File: src/rtl/port_bundle_driver.sv
// Byte-stream to port-bundle source: collects 4-byte frames, presents them
// as a multi-shape port bundle with valid/ack, and drops unacked frames
// after an optional timeout.

package port_bundle_driver_pkg;
  typedef struct packed {
    logic a;
    logic b;
  } pack_str_t;
endpackage

module port_bundle_driver
  import port_bundle_driver_pkg::*;
#(
  parameter int unsigned ACK_TIMEOUT = 15,
  parameter int unsigned CNT_W       = 8
) (
  input  logic             clk,
  input  logic             rst,
  input  logic             in_valid,
  output logic             in_ready,
  input  logic [7:0]       in_data,
  output logic             out_valid,
  input  logic             out_ack,
  output logic [2:0]       pack,
  output logic             unpack [2:0],
  output logic [2:0][2:0]  pack_md,
  output logic             unpack_md [2:0][2:0],
  output pack_str_t        pack_str,
  output pack_str_t        pack_pack_str [2:0],
  output logic             timeout,
  output logic [CNT_W-1:0] frame_cnt
);

  localparam int unsigned WaitW = (ACK_TIMEOUT > 2) ? $clog2(ACK_TIMEOUT) : 1;
  localparam logic [WaitW-1:0] WaitMax = WaitW'((ACK_TIMEOUT == 0) ? 0 : ACK_TIMEOUT - 1);
  localparam bit TimeoutEn = (ACK_TIMEOUT != 0);

  typedef enum logic {StCollect, StPresent} state_e;

  state_e           state_q, state_d;
  logic [1:0]       beat_q, beat_d;
  logic [23:0]      buf_q, buf_d;      // bytes 0..2 of the frame in progress
  logic [31:0]      bundle_q, bundle_d; // last completed frame word
  logic [WaitW-1:0] wait_q, wait_d;
  logic             timeout_q, timeout_d;
  logic [CNT_W-1:0] cnt_q, cnt_d;

  // State register with asynchronous active-high reset
  always_ff @(posedge clk or posedge rst) begin
    if (rst) begin
      state_q   <= StCollect;
      beat_q    <= '0;
      buf_q     <= '0;
      bundle_q  <= '0;
      wait_q    <= '0;
      timeout_q <= 1'b0;
      cnt_q     <= '0;
    end else begin
      state_q   <= state_d;
      beat_q    <= beat_d;
      buf_q     <= buf_d;
      bundle_q  <= bundle_d;
      wait_q    <= wait_d;
      timeout_q <= timeout_d;
      cnt_q     <= cnt_d;
    end
  end

  // Next-state: beat collection, presentation, ack and timeout handling
  always_comb begin
    state_d   = state_q;
    beat_d    = beat_q;
    buf_d     = buf_q;
    bundle_d  = bundle_q;
    wait_d    = wait_q;
    timeout_d = 1'b0;
    cnt_d     = cnt_q;
    unique case (state_q)
      StCollect: begin
        if (in_valid) begin
          unique case (beat_q)
            2'd0: buf_d[7:0]   = in_data;
            2'd1: buf_d[15:8]  = in_data;
            2'd2: buf_d[23:16] = in_data;
            2'd3: begin
              bundle_d = {in_data, buf_q};
              state_d  = StPresent;
              wait_d   = '0;
            end
            default: ;
          endcase
          beat_d = beat_q + 2'd1;
        end
      end
      StPresent: begin
        // Ack takes priority over a timeout on the same cycle
        if (out_ack) begin
          state_d = StCollect;
          cnt_d   = cnt_q + 1'b1;
          beat_d  = '0;
        end else if (TimeoutEn && (wait_q == WaitMax)) begin
          state_d   = StCollect;
          timeout_d = 1'b1;
          beat_d    = '0;
        end else begin
          wait_d = wait_q + 1'b1;
        end
      end
      default: state_d = StCollect;
    endcase
  end

  // Outputs: handshake flags and field slicing of the held frame word
  always_comb begin
    in_ready  = (state_q == StCollect);
    out_valid = (state_q == StPresent);
    timeout   = timeout_q;
    frame_cnt = cnt_q;
    pack      = bundle_q[2:0];
    pack_md   = bundle_q[14:6];
    pack_str  = bundle_q[25:24];
    for (int i = 0; i < 3; i++) begin
      unpack[i]        = bundle_q[3+i];
      pack_pack_str[i] = bundle_q[26+2*i +: 2];
      for (int j = 0; j < 3; j++) begin
        unpack_md[i][j] = bundle_q[15+3*i+j];
      end
    end
  end

endmodule
File: config.mk
export PLATFORM = sky130hd
export DESIGN_NAME = port_bundle_driver
export DESIGN_NICKNAME = d
export VERILOG_FILES = /design/src/rtl/port_bundle_driver.sv
export SDC_FILE = /design/constraint.sdc
export NUM_CORES = 1
export LEC_CHECK = 0
export CAP_MARGIN = 10
export CORE_AREA = 2 2 95 97
export DETAILED_ROUTE_END_ITERATION = 10
export DIE_AREA = 0 0 97 99
export GPL_TIMING_DRIVEN = 0
export PLACE_DENSITY = 0.64
export SETUP_SLACK_MARGIN = 0.4
export SYNTH_ARGS = -nofsm -noshare
export SYNTH_HDL_FRONTEND = slang
export SYNTH_SLANG_ARGS = --single-unit
File: constraint.sdc
create_clock -name clk -period 1.88 [get_ports clk]
set_input_delay 0.188 -clock clk [delete_from_list [all_inputs] [get_ports clk]]
set_output_delay 0.188 -clock clk [all_outputs]
set_load 0.05 [all_outputs]
; After elaboration in Yosys (flattened, before gate mapping)
; Cells that the tools add are included.
[classes]
n_reduce_logical = 8
bitwise_logic = 1
muxes = 17
add_sub_neg = 3
n_eq_ne = 9
[ops]
columns = op, n
row1 = 4-bit 2-to-1 mux, 4
row2 = 3-bit AND reduction, 4
row3 = 8-bit by 1-bit adder with 8-bit output (second input constant), 1
row4 = 4-bit one-hot mux with 2 select lines, 1
row5 = 1-bit 2-to-1 mux, 7
row6 = 2-bit 2-to-1 mux, 3
row7 = 2-bit != test (second input constant), 3
row8 = 4-bit by 1-bit adder with 4-bit output (second input constant), 1
row9 = 2-bit equality test (second input constant), 2
row10 = 4-bit equality test (second input constant), 1
row11 = 2-bit one-hot mux with 2 select lines, 1
row12 = 2-bit AND reduction, 2
row13 = 4-bit AND reduction, 1
row14 = 3-bit by 2-bit != test with 1-bit output (second input constant), 1
row15 = 2-bit by 1-bit adder with 2-bit output (second input constant), 1
row16 = 2-bit by 1-bit equality test with 1-bit output (second input constant), 1
row17 = 2-bit zero test, 1
row18 = 2-bit by 1-bit != test with 1-bit output (second input constant), 1
row19 = 1-bit one-hot mux with 2 select lines, 1
row20 = 1-bit inverter, 1
[word_totals]
out_inout_bits = 43
reg_bits = 72
in_bits = 12
word_cells = 47

; Depth between registers and ports, before layout
; Gate-level depths: netlist (run 1).
[depth]
word_depth = 4
ltp_mapped = 5
mapped_depth_nobuf = 5

; Least setup slack after synthesis (run 1)
; Ideal clock, no wire load.
[synth_path]
path_type = register to register
startpoint = register state_q (netlist: out_valid)
endpoint = register wait_q[1]
stages_incl_launch_ff = 5
setup_ns = 0.125
t_arrival_ns = 1.495
path_buffers = 1
slack_ns = 0.260
required_time_ns = 1.755
synth_period_minus_slack_ns = 1.620
path_cell_list = dfrtp_1 buf_4 inv_1 nor2_1 mux2_2
[synth_between]
elab_chain_len = 3
elab_cells_between_ends = 7
classes_between = 4 x eq/ne / 1 x mux / 1 x bitwise / 1 x reduce/logical
[synth_lines]
columns = item, line
row1 = from (decl), 41  ; state_e state_q, state_d;
row2 = from (signal assigned), 52  ; state_q <= StCollect;
row3 = from (signal assigned), 60  ; state_q <= state_d;
row4 = 1-bit inverter (no source line) *, n/a
row5 = net in_ready, 21  ; output logic in_ready,
row6 = 2-bit by 1-bit != test with 1-bit output (no source line) or 2-bit != test (tied branches), n/a
row7 = 4-bit AND reduction (no source line), n/a
row8 = to (signal assigned), 64  ; wait_q <= wait_d;
row9 = to (decl), 45  ; logic [WaitW-1:0] wait_q, wait_d;
; Mark *: on every way through the listed nets, which the timed path passes. The rest lies on a longest branch.
; A chain may end at the register's enable or synchronous reset.

; Worst setup path in the final report (run 1)
[layout_path]
startpoint = register state_q (netlist: out_valid)
endpoint = register buf_q[14]
[layout_between]
elab_chain_len = 2
[layout_lines]
columns = item, line
row1 = 1-bit inverter (no source line), n/a
row2 = 3-bit AND reduction (no source line), n/a
row3 = to (signal assigned), 62  ; buf_q <= buf_d;
row4 = to (decl), 43  ; logic [23:0] buf_q, buf_d;
; No other way between the ends.

==> key figures, run 1 <==
Placement
  • Number of buffers added on ports: 54
  • Routability congestion estimate: 0.763
  • HPWL after detailed placement: 3790 um
  • Post-DP Area: approximately 3600 um^2
  • Placement-stage worst setup slack: 169 ps

Drt
  • Initial DRC count: 51
  • Via density: around 4.6
  • # DRC: 0
  • Detail Route Antenna Nets: 0
  • DR WL/cell: 14.6 um
  • Routed via count: 1,751
  • WL final: 5560 um
  • Drt pass-1 iters: 4

Die
  • Core box area: 8550 um^2
  • Num ports: between 50 and 60
  • Die Wd: 97 um
  • Die Ht: 99 um
  • Row cnt: 34
  • Initial Util: 34.0%
  • Die area: 9600 um^2

Layout
  • Final nets: between 200 and 300
  • Post-layout util: a little under half
  • Layout area overhead: 34.3%
  • Ant diodes: 0
  • Sequential Area: 1800 um^2
  • Fraction of layout cells with a size suffix above 1: 38.2%
  • Fillers: 783
  • Post-route cell area: 3910 um^2
  • Multi-input gate area: 1080 um^2

Critical path
  • WP data required: 2100 ps
  • Flop2flop setup slack: 430 ps
  • Critical R2R Capture: buf_q[14]
  • Slowest stage cell, crit path: dfrtp_2
  • CP Cell Sequence: buf_4 -> nor2b_4 -> nand2_2 -> mux2_2
  • CP Max Fanout: 10
  • CP max stage delay: 430 ps
  • Top delay family on crit path: flip-flops
  • Critical path startpoint: out_valid
  • R2r startpoint: out_valid
  • CP Capture Type: flop
  • Register-to-Register Path Depth: 4
  • WP buf/inv: 1
  • Critical Path Start Type: flop
  • WS Path Type: reg2reg
  • WP data arrival: 1670 ps

Clock network
  • CTS tree: done
  • Hold buffers post-CTS: 0
  • CTS buffer count: 9
  • Clock Tree Root: clkbuf_8
  • H-tree levels: 3
  • Deepest clock path buffer count: 2
  • Clock slew at reported path FFs: 80 ps
  • Clock Sinks: 72
  • Worst-Skew Late Latency: 340 ps

Timing
  • Final Cycle Share: a little under 80%
  • Final hold viol count: 0
  • Slew of the pin with the lowest slew margin: 527 ps
  • Relative slew slack: between 60% and 70%
  • Fin worst setup slack: 432 ps
  • Slew Limit Fails: 0
  • Min Tclk post-route: 1450 ps
  • Fmax: 690 MHz
  • RSZ-0062 raised after global routing: yes
  • Clk_skew: ~7 ps
  • Final setup fails: 0

Logic synthesis
  • Simple-gate area share of the yosys netlist: 5.94%
  • Netlist Area Pre-Place: 2910 um^2
  • Xor/xnor share of the synthesized area: ~2.1%
  • Synth Area in Compound Gates: under 10%
  • YS warnings: 0
  • Yosys cell types: 27
  • Synth Net Count: 212
  • Post-Syn Area per Cell: 15.1 um^2
  • Sequential element share of the synthesized area: roughly three fifths
  • Mux share of post-synthesis cell area: 23.1%
  • Largest family of logic cells by synthesized area: multiplexers
  • Flops & latches, synth: 72
  • Synth Area in Adders: 3.01%
  • Post-Syn Instances: 193

Pwr
  • PwrDens: 1930 nW/um^2
  • Peak VDD IR: between 0.8 and 0.9 mV
  • Power, Total: 7.53 mW
  • Leakage: 1.85 nW

GRT
  • Gr ovfl total: 0
  • Largest net degree at the start of global routing: 29
  • Number of antenna violations at the first check in global routing: 0
  • First-pass GRT wire length: 9180 um
  • Number of global-route vias before repair: around 1,700
  • Tot GR Track Use: ~12%

Run status
  • Run status: completed

Flow run
  • Total of max-cap violations: 0

Worst hold path
  • Hold Crit Class: in2async
state kept, by name, summed over array words and instances, names as in the netlist:
name and flops:
bundle_q 32, buf_q 24, timeout 1, out_valid 1, frame_cnt 8, beat_q 2, wait_q 4
synth_stat cells:
cell type  instances  area (um^2)
dfrtp_1           72         1800
mux2_2            57          642
or2_2              1         6.26
a211o_1            1         8.76
a21bo_2            1         10.0
xnor2_1            3         26.3
o22ai_1            1         6.26
o2bb2ai_1          1         8.76
nand3b_2           1         11.3
xor2_1             4         35.0
nand3_1            6         30.0
nor2b_1            1         6.26
nand2_2            3         18.8
nor2b_4            1         13.8
and3_1             4         25.0
a31oi_1            1         6.26
nor3_1             3         15.0
a21boi_4           1         18.8
ha_1               7         87.6
nand2_1            4         15.0
mux2i_1            2         20.0
buf_4              4         30.0
nand2b_1           1         6.26
mux2_1             1         11.3
inv_1              6         22.5
nand4_1            1         6.26
nor2_1             5         18.8
cells in the final DEF, fill, tap and decap left out, drive strengths merged:
cell type | synthesis | layout
nor2 | 5 | 5
nand2 | 7 | 7
clkinvlp | 0 | 3
bufinv | 0 | 2
mux2 | 58 | 58
dfrtp | 72 | 72
clkbuf | 0 | 15
dlygate4sd2 | 0 | 31
a21bo | 1 | 1
o2bb2ai | 1 | 1
nand4 | 1 | 1
inv | 6 | 5
xnor2 | 3 | 3
xor2 | 4 | 4
a21boi | 1 | 1
a31oi | 1 | 1
o22ai | 1 | 1
nor2b | 2 | 2
nor3 | 3 | 3
or2 | 1 | 1
and3 | 4 | 4
ha | 7 | 7
clkdlybuf4s50 | 0 | 11
clkdlybuf4s15 | 0 | 9
a211o | 1 | 1
nand2b | 1 | 1
buf | 4 | 13
nand3b | 1 | 1
nand3 | 6 | 6
mux2i | 2 | 2
worst reg2reg max path, stage by stage, from the launching register on:
cell	delay, ps
dfrtp_2	430
buf_4	190
nor2b_4	200
nand2_2	210
mux2_2	320
repair_timing:
item                       4_1_cts  5_1_grt
setup buffers                    2        5
setup endpoints to repair       75       58
pin swaps                        0        1
resized for setup               59       14
cell families (layout without fill, tap and decap cells):
kind of cell	Yosys count	count (layout)
flops	72	72
mux	60	60
buf+inv	10	89
xor+xnor	7	7
compound gates	6	6
simple gates	31	31
fa+ha+maj	7	7
routing by layer:
metal,part of all wire [%],global-route usage (%),vias up
li1,-,-,827
met1,47,16.0,875
met2,47,19.2,39
met3,3.7,3.05,10
met4,2.2,7.48,0
met5,0,0,-
worst max path at each step:
stage / endpoint / cells after the start
after global placement: out_valid / 2
final: buf_q[14] / 4
after detailed placement: buf_q[19] / 4
after floorplan: buf_q[19] / 4
after CTS: in_ready / 3
after global routing: buf_q[2] / 4
report_power, final:
part	internal, mW	switching (mW)
combinational	1.31	2.18
sequential	2.27	0.396
clock	0.790	0.576
per-stage QoR:
step | setup TNS, ps | hold WS, ps | std cells
4_1_cts | 0 | 222 | 375
3_5_place_dp | 0 | 462 | 357
2_1_floorplan | 0 | 320 | 193
6_report | 0 | 222 | 380
3_3_place_gp | -1160 | 458 | 355
5_1_grt | 0 | 246 | 380
area by class of cell:
cell class / count / share of cell area [%]
Timing Repair Buffer: 63 / 15.0
Clock buffer: 12 / 3.72
Buffer: 4 / 1.15
Tap cell: 108 / 3.46
Multi-Input combinational cell: 111 / 27.8
Sequential cell: 72 / 46.2
Clock inverter: 4 / 1.95
Inverter: 6 / 0.769
Power figures use the tool's default switching activity.
==> run 2: changes to the inputs <==
--- a/config.mk
+++ b/config.mk
@@ -10,7 +10,7 @@
 export DETAILED_ROUTE_END_ITERATION = 10
 export DIE_AREA = 0 0 97 99
 export GPL_TIMING_DRIVEN = 0
-export PLACE_DENSITY = 0.64
+export PLACE_DENSITY = 0.62
 export SETUP_SLACK_MARGIN = 0.4
 export SYNTH_ARGS = -nofsm -noshare
 export SYNTH_HDL_FRONTEND = slang
==> constraint.sdc (replaced) <==
create_clock -name clk -period 1.4 [get_ports clk]
set_input_delay 0.14 -clock clk [delete_from_list [all_inputs] [get_ports clk]]
set_output_delay 0.14 -clock clk [all_outputs]
set_load 0.05 [all_outputs]
==> run 2 against run 1 <==
  * The run now ends with negative setup slack left
  * Non-clock buffer count is 25 higher
  * Clock skew is 6.6 ps higher
  * Clock power is 33% higher
  * Largest cell class unchanged
==> key figures, run 2 (synthesis results as in run 1) <==
Timing
  • RSZ-0062 raised after global routing: yes
  • Final Cycle Share: 102% (+25 points)
  • Slew of the pin with the lowest slew margin: 905 ps (+378 ps)
  • Final setup fails: 5 (+5)
  • Fmax: 703 MHz (+1.8%)
  • Clk_skew: 13.5 ps (+6.60 ps)
  • Relative slew slack: 39.3% (-26 points)
  • Final TNS setup: -29.8 ps (-29.8 ps)
  • Min Tclk post-route: 1420 ps (-25.0 ps)
  • Slew Limit Fails: 0 (unchanged)
  • Fin worst setup slack: -23.4 ps (-455 ps)
  • Final hold viol count: 0 (unchanged)

Clock network
  • Clock Tree Root: clkbuf_8
  • CTS buffer count: 9 (unchanged)
  • CTS tree: done
  • Clock slew at reported path FFs: 80 ps (about the same)
  • Deepest clock path buffer count: 2 (unchanged)
  • H-tree levels: 3 (unchanged)
  • Worst-Skew Late Latency: 350 ps (about the same)
  • Clock Sinks: 72 (unchanged)

Placement
  • HPWL after detailed placement: 3760 um (-0.83%)
  • Routability congestion estimate: 0.736 (-3.5%)
  • Number of buffers added on ports: 54 (unchanged)
  • Placed Cells: 356 (-0.28%)
  • Placement-stage worst setup slack: -236 ps (-405 ps)
  • Post-DP Area: 3720 um^2 (+2.5%)

Pwr
  • Peak VDD IR: 0.993 mV (+20%)
  • Power, Total: 11.7 mW (+56%)
  • PwrDens: 2640 nW/um^2 (+37%)
  • Leakage: 2.10 nW (+14%)

Drt
  • Drt pass-1 iters: 4 (unchanged)
  • WL final: 6310 um (+14%)
  • Routed via count: 1,900 (+8.5%)
  • # DRC: 0 (unchanged)
  • DR WL/cell: 15.5 um (+6.3%)
  • Initial DRC count: 32 (-37%)
  • Via density: 4.68 (+1.6%)
  • Detail Route Antenna Nets: 0 (unchanged)

Die
  • Num ports: 55 (unchanged)
  • Row cnt: 34 (unchanged)
  • Die Ht: 99 um (unchanged)
  • Die area: 9600 um^2 (unchanged)
  • Core box area: 8550 um^2 (unchanged)
  • Initial Util: 34.0% (unchanged)
  • Die Wd: 97 um (unchanged)

GRT
  • Gr ovfl total: 0 (unchanged)
  • Largest net degree at the start of global routing: 39 (+34%)
  • Number of antenna violations at the first check in global routing: 0 (unchanged)
  • First-pass GRT wire length: 9790 um (+6.6%)
  • Number of global-route vias before repair: 1,981 (+15%)
  • Tot GR Track Use: 13.3% (+0.82 points)

Layout
  • Most frequent cells in the layout: 64 x dfrtp_1, 44 x mux2_2, 39 x buf_6
  • Reg with most FFs: bundle_q
  • Ant diodes: 0 (unchanged)
  • Layout area overhead: 52.5%
  • Post-route cell area: 4440 um^2 (+14%)
  • Most common cell after layout, fill and taps aside: dfrtp_1
  • Final nets: 312 (+9.1%)
  • Max reg flops: 32 (unchanged)
  • Fraction of layout cells with a size suffix above 1: 64.8% (+27 points)
  • Final non-filler cell total: 406 (+6.8%)

Critical path
  • R2r startpoint: out_valid
  • Flop2flop setup slack: -20 ps (-460 ps)
  • Critical Path Start Type: flop
  • CP Capture Type: flop
  • Register-to-Register Path Depth: 4 (unchanged)
  • Critical R2R Capture: buf_q[19]
  • CP endpoint: buf_q[19]
  • WP data required: 1640 ps (-460 ps)
  • Critical path startpoint: out_valid
  • CP Max Fanout: 8 (-2)
  • WP data arrival: 1660 ps (about the same)
  • WS Path Type: reg2reg

Run status
  • Failing checks: negative setup slack
  • Run status: finished, violations left

Flow run
  • Total of max-cap violations: 0 (unchanged)

Worst hold path
  • Hold Crit Class: in2async
-- run 2: cell types whose count changed in the layout (fill, tap and decap cells not counted), sizes merged --
cell and delta:
clkdlybuf4s15 -9, clkinvlp +3, dlygate4sd2 -31, clkbuf -5
buf +68
-- run 2: metal layers --
metal | up-vias | routed length (um) | global-route usage, %
li1 | 874 | - | -
met1 | 984 | 2780 | 16.5
met2 | 31 | 3180 | 21.2
met3 | 11 | 213 | 3.19
met4 | 0 | 144 | 7.80
met5 | - | 0 | 0
-- run 2: worst min-delay path by stage --
stage                 startpoint            to  slack (ps)  cells after the start
finish                       rst     buf_q[22]         280                      2
global route                 rst     buf_q[14]         310                      2
CTS                          rst  bundle_q[28]         310                      2
detailed placement  frame_cnt[7]  frame_cnt[7]         460                      1
global placement    frame_cnt[7]  frame_cnt[7]         450                      1
floorplan             in_data[2]  bundle_q[26]         290                      1
-- run 2: timing repair --
item	CTS	global route
cloned	0	1
buffers inserted	24	9
hold endpoints to repair	0	0
resized for setup	322	23
hold buffers	0	0
pin swaps	5	3
endpoints found under the setup margin	113	150
-- run 2: final cells by class --
type / count / area (um^2)
Fill cell: 717 / 4120
Sequential cell: 72 / 1810
Multi-Input combinational cell: 111 / 1270
Timing Repair Buffer: 88 / 907
Tap cell: 108 / 135
Clock buffer: 10 / 128
Clock inverter: 6 / 91.3
Buffer: 4 / 52.6
Inverter: 6 / 30.0
Timing Repair inverter: 1 / 5.00
-- run 2: stage by stage --
stage | utilization (%) | hold WS [ps]
final | 51.9 | 283
after detailed placement | 43.5 | 464
after global routing | 51.9 | 314
after global placement | 43.3 | 455
after floorplan | - | 289
after CTS | 49.8 | 308
-- run 2: critical path, cell delays in order, from the launching register on --
cell and delay (ps):
dfrtp_2 430, buf_8 140, nor2b_4 250, nand2_4 170, mux2_4 330
-- run 2: power by group --
part	switching, mW	leakage (nW)	internal (mW)	total [mW]
clock network	0.808	0.0991	1.01	1.82
logic	3.25	1.14	2.92	6.17
registers	0.678	0.870	3.06	3.74
==> run 3: changes to the inputs <==
--- a/config.mk
+++ b/config.mk
@@ -11,6 +11,7 @@
 export DIE_AREA = 0 0 97 99
 export GPL_TIMING_DRIVEN = 0
 export PLACE_DENSITY = 0.62
+export REMOVE_ABC_BUFFERS = 1
 export SETUP_SLACK_MARGIN = 0.4
 export SYNTH_ARGS = -nofsm -noshare
 export SYNTH_HDL_FRONTEND = slang
==> run 3 against run 2 <==
  * The flow still finishes with violations (negative setup slack)
  * Register-to-register slack about the same
  * Via count rose by 1.3%
  * Utilization grew 2.7 points
  * Combinational power up 12%
  * Routed wire length increased by 4.8%
  * Non-clock buffer count up 10
  * First-iteration DRC count is 3.1% lower
  * Final area is 5.2% higher
  * Setup slack better by 11 ps
  * Cell count is 2.2% higher
  * Critical path depth unchanged
  * Critical path type unchanged
  * Critical endpoint is now wait_q[1]
  * Largest cell class unchanged
==> key figures, run 3 (synthesis results as in run 1) <==
GRT
  • Number of antenna violations at the first check in global routing: 0 (unchanged)
  • Tot GR Track Use: 13.4% (+0.13 points)
  • Gr ovfl total: 0 (unchanged)
  • First-pass GRT wire length: 10,100 um (+3.1%)
  • Number of global-route vias before repair: 2,039 (+2.9%)
  • Largest net degree at the start of global routing: 43 (+10%)

Drt
  • Routed via count: 1,924 (+1.3%)
  • Initial DRC count: 31 (-3.1%)
  • # DRC: 0 (unchanged)
  • Detail Route Antenna Nets: 0 (unchanged)
  • Via density: 4.64 (-0.93%)
  • Drt pass-1 iters: 4 (unchanged)
  • DR WL/cell: 15.9 um (+2.5%)
  • WL final: 6610 um (+4.8%)

Flow run
  • Total of max-cap violations: 0 (unchanged)

Layout
  • Most common cell after layout, fill and taps aside: dfrtp_1
  • Final nets: 322 (+3.2%)
  • Final non-filler cell total: 415 (+2.2%)
  • Max reg flops: 32 (unchanged)
  • Most frequent cells in the layout: 64 x dfrtp_1, 45 x buf_6, 34 x mux2_4
  • Reg with most FFs: bundle_q
  • Fraction of layout cells with a size suffix above 1: 66.4% (+1.7 points)
  • Layout area overhead: 60.4%
  • Ant diodes: 0 (unchanged)

Die
  • Die area: 9600 um^2 (unchanged)
  • Core box area: 8550 um^2 (unchanged)
  • Num ports: 55 (unchanged)
  • Die Wd: 97 um (unchanged)
  • Row cnt: 34 (unchanged)
  • Die Ht: 99 um (unchanged)
  • Initial Util: 34.0% (unchanged)

Run status
  • Failing checks: negative setup slack
  • Run status: finished, violations left

Clock network
  • H-tree levels: 3 (unchanged)
  • Worst-Skew Late Latency: 330 ps (-20 ps)
  • CTS tree: done
  • Clock slew at reported path FFs: 70 ps (about the same)
  • Deepest clock path buffer count: 2 (unchanged)
  • Hold buffers post-CTS: 0 (unchanged)
  • Clock Sinks: 72 (unchanged)
  • Clock Tree Root: clkbuf_8
  • CTS buffer count: 9 (unchanged)

Timing
  • Min Tclk post-route: 1410 ps (-11.0 ps)
  • Final Cycle Share: 101% (-0.78 points)
  • Relative slew slack: 72.3% (+33 points)
  • Slew of the pin with the lowest slew margin: 415 ps (-491 ps)
  • Fin Hold WS: 158 ps (-124 ps)
  • Final setup fails: 1 (-4)
  • Final TNS setup: -12.4 ps (+17.4 ps)
  • Fmax: 708 MHz (+0.78%)
  • Final hold viol count: 0 (unchanged)
  • Fin worst setup slack: -12.4 ps (+11.0 ps)
  • Clk_skew: 10.5 ps (-2.91 ps)
  • RSZ-0062 raised after global routing: yes
  • Slew Limit Fails: 0 (unchanged)

Placement
  • Placement-stage worst setup slack: -944 ps (-708 ps)
  • Routability congestion estimate: 0.752 (+2.1%)
  • Number of buffers added on ports: 54 (unchanged)
  • Placed Cells: 352 (-1.1%)
  • HPWL after detailed placement: 3270 um (-13%)

Pwr
  • Leakage: 2.29 nW (+8.8%)
  • Peak VDD IR: 1.29 mV (+30%)
  • PwrDens: 2600 nW/um^2 (-1.5%)

Worst hold path
  • Hold Crit Class: in2async

Critical path
  • Slowest stage cell, crit path: dfrtp_2
  • CP Cell Sequence: ha_4 -> nand3b_4 -> a21boi_4 -> mux2_4
  • WP data arrival: 1630 ps (-30 ps)
  • CP max stage delay: 450 ps (+20 ps)
  • CP Max Fanout: 4 (-4)
  • WS Path Type: reg2reg
  • CP Capture Type: flop
  • Critical Path Start Type: flop
  • WP data required: 1620 ps (-20 ps)
run 3: cell types whose count changed in the layout (fill, tap and decap cells not counted), sizes merged, moves of 2 or more:
cell | before | now
clkinvlp | 6 | 2
bufinv | 2 | 0
buf | 81 | 90
clkbuf | 10 | 14
run 3: worst max-delay path, delay by kind of cell (launching register included):
kind	cells	cell delay [ps]
flip-flops	1	450
adder cells (fa/ha/maj)	1	200
AND/OR/NAND/NOR	1	100
AO/OA/AOI/OAI	1	240
multiplexers	1	310
run 3: power breakdown:
part	internal [mW]	leakage, nW	switching, mW	total (mW)
Sequential	3.07	0.871	0.736	3.80
Clock	0.733	0.0817	0.729	1.46
Combinational	3.48	1.34	3.41	6.88
run 3: final cells by class:
| class | count | area (um^2) |
|---|---|---|
| fillers | 726 | 3890 |
| flip-flops and latches | 72 | 1810 |
| multi-input cells | 112 | 1420 |
| repair buffers | 102 | 1090 |
| clock buffers | 13 | 159 |
| well taps | 108 | 135 |
| inverters | 6 | 27.5 |
| clock inverters | 2 | 15.0 |
run 3: layer usage:
metal	GRT usage (%)	up-vias	routed length (um)
li1	-	898	-
met1	16.9	978	3000
met2	22.2	40	3320
met3	3.48	8	217
met4	5.20	0	77
met5	0	-	0
run 3: repair_timing:
action / 4_1_cts / 5_1_grt
gates resized for setup: 380 / 28
buffers inserted: 26 / 20
endpoints found under the setup margin: 115 / 115
pin swaps: 13 / 5
gates cloned: 1 / 1
run 3: path summary, 6_finish.rpt:
path,from,endpoint,slack (ps),cells past startpoint
worst min-delay path,rst,bundle_q[24],160,2
worst max-delay path,beat_q[1],wait_q[1],-10,4
max in group asynchronous,rst,beat_q[1],680,3
worst min register to register,buf_q[13],buf_q[13],510,1
worst max register to register,beat_q[1],wait_q[1],-10,4
min in group clk,buf_q[13],buf_q[13],510,1
run 3: through the flow:
| stage | total power, mW | util, % | instance area [um^2] |
|---|---|---|---|
| after detailed placement | 8.49 | 41.8 | 3580 |
| after CTS | 11.4 | 50.7 | 4330 |
| final | 12.2 | 54.6 | 4660 |
| after global placement | 8.40 | 41.6 | 3550 |
| after floorplan | 6.95 | - | 2880 |
| after global routing | 12.7 | 54.6 | 4660 |
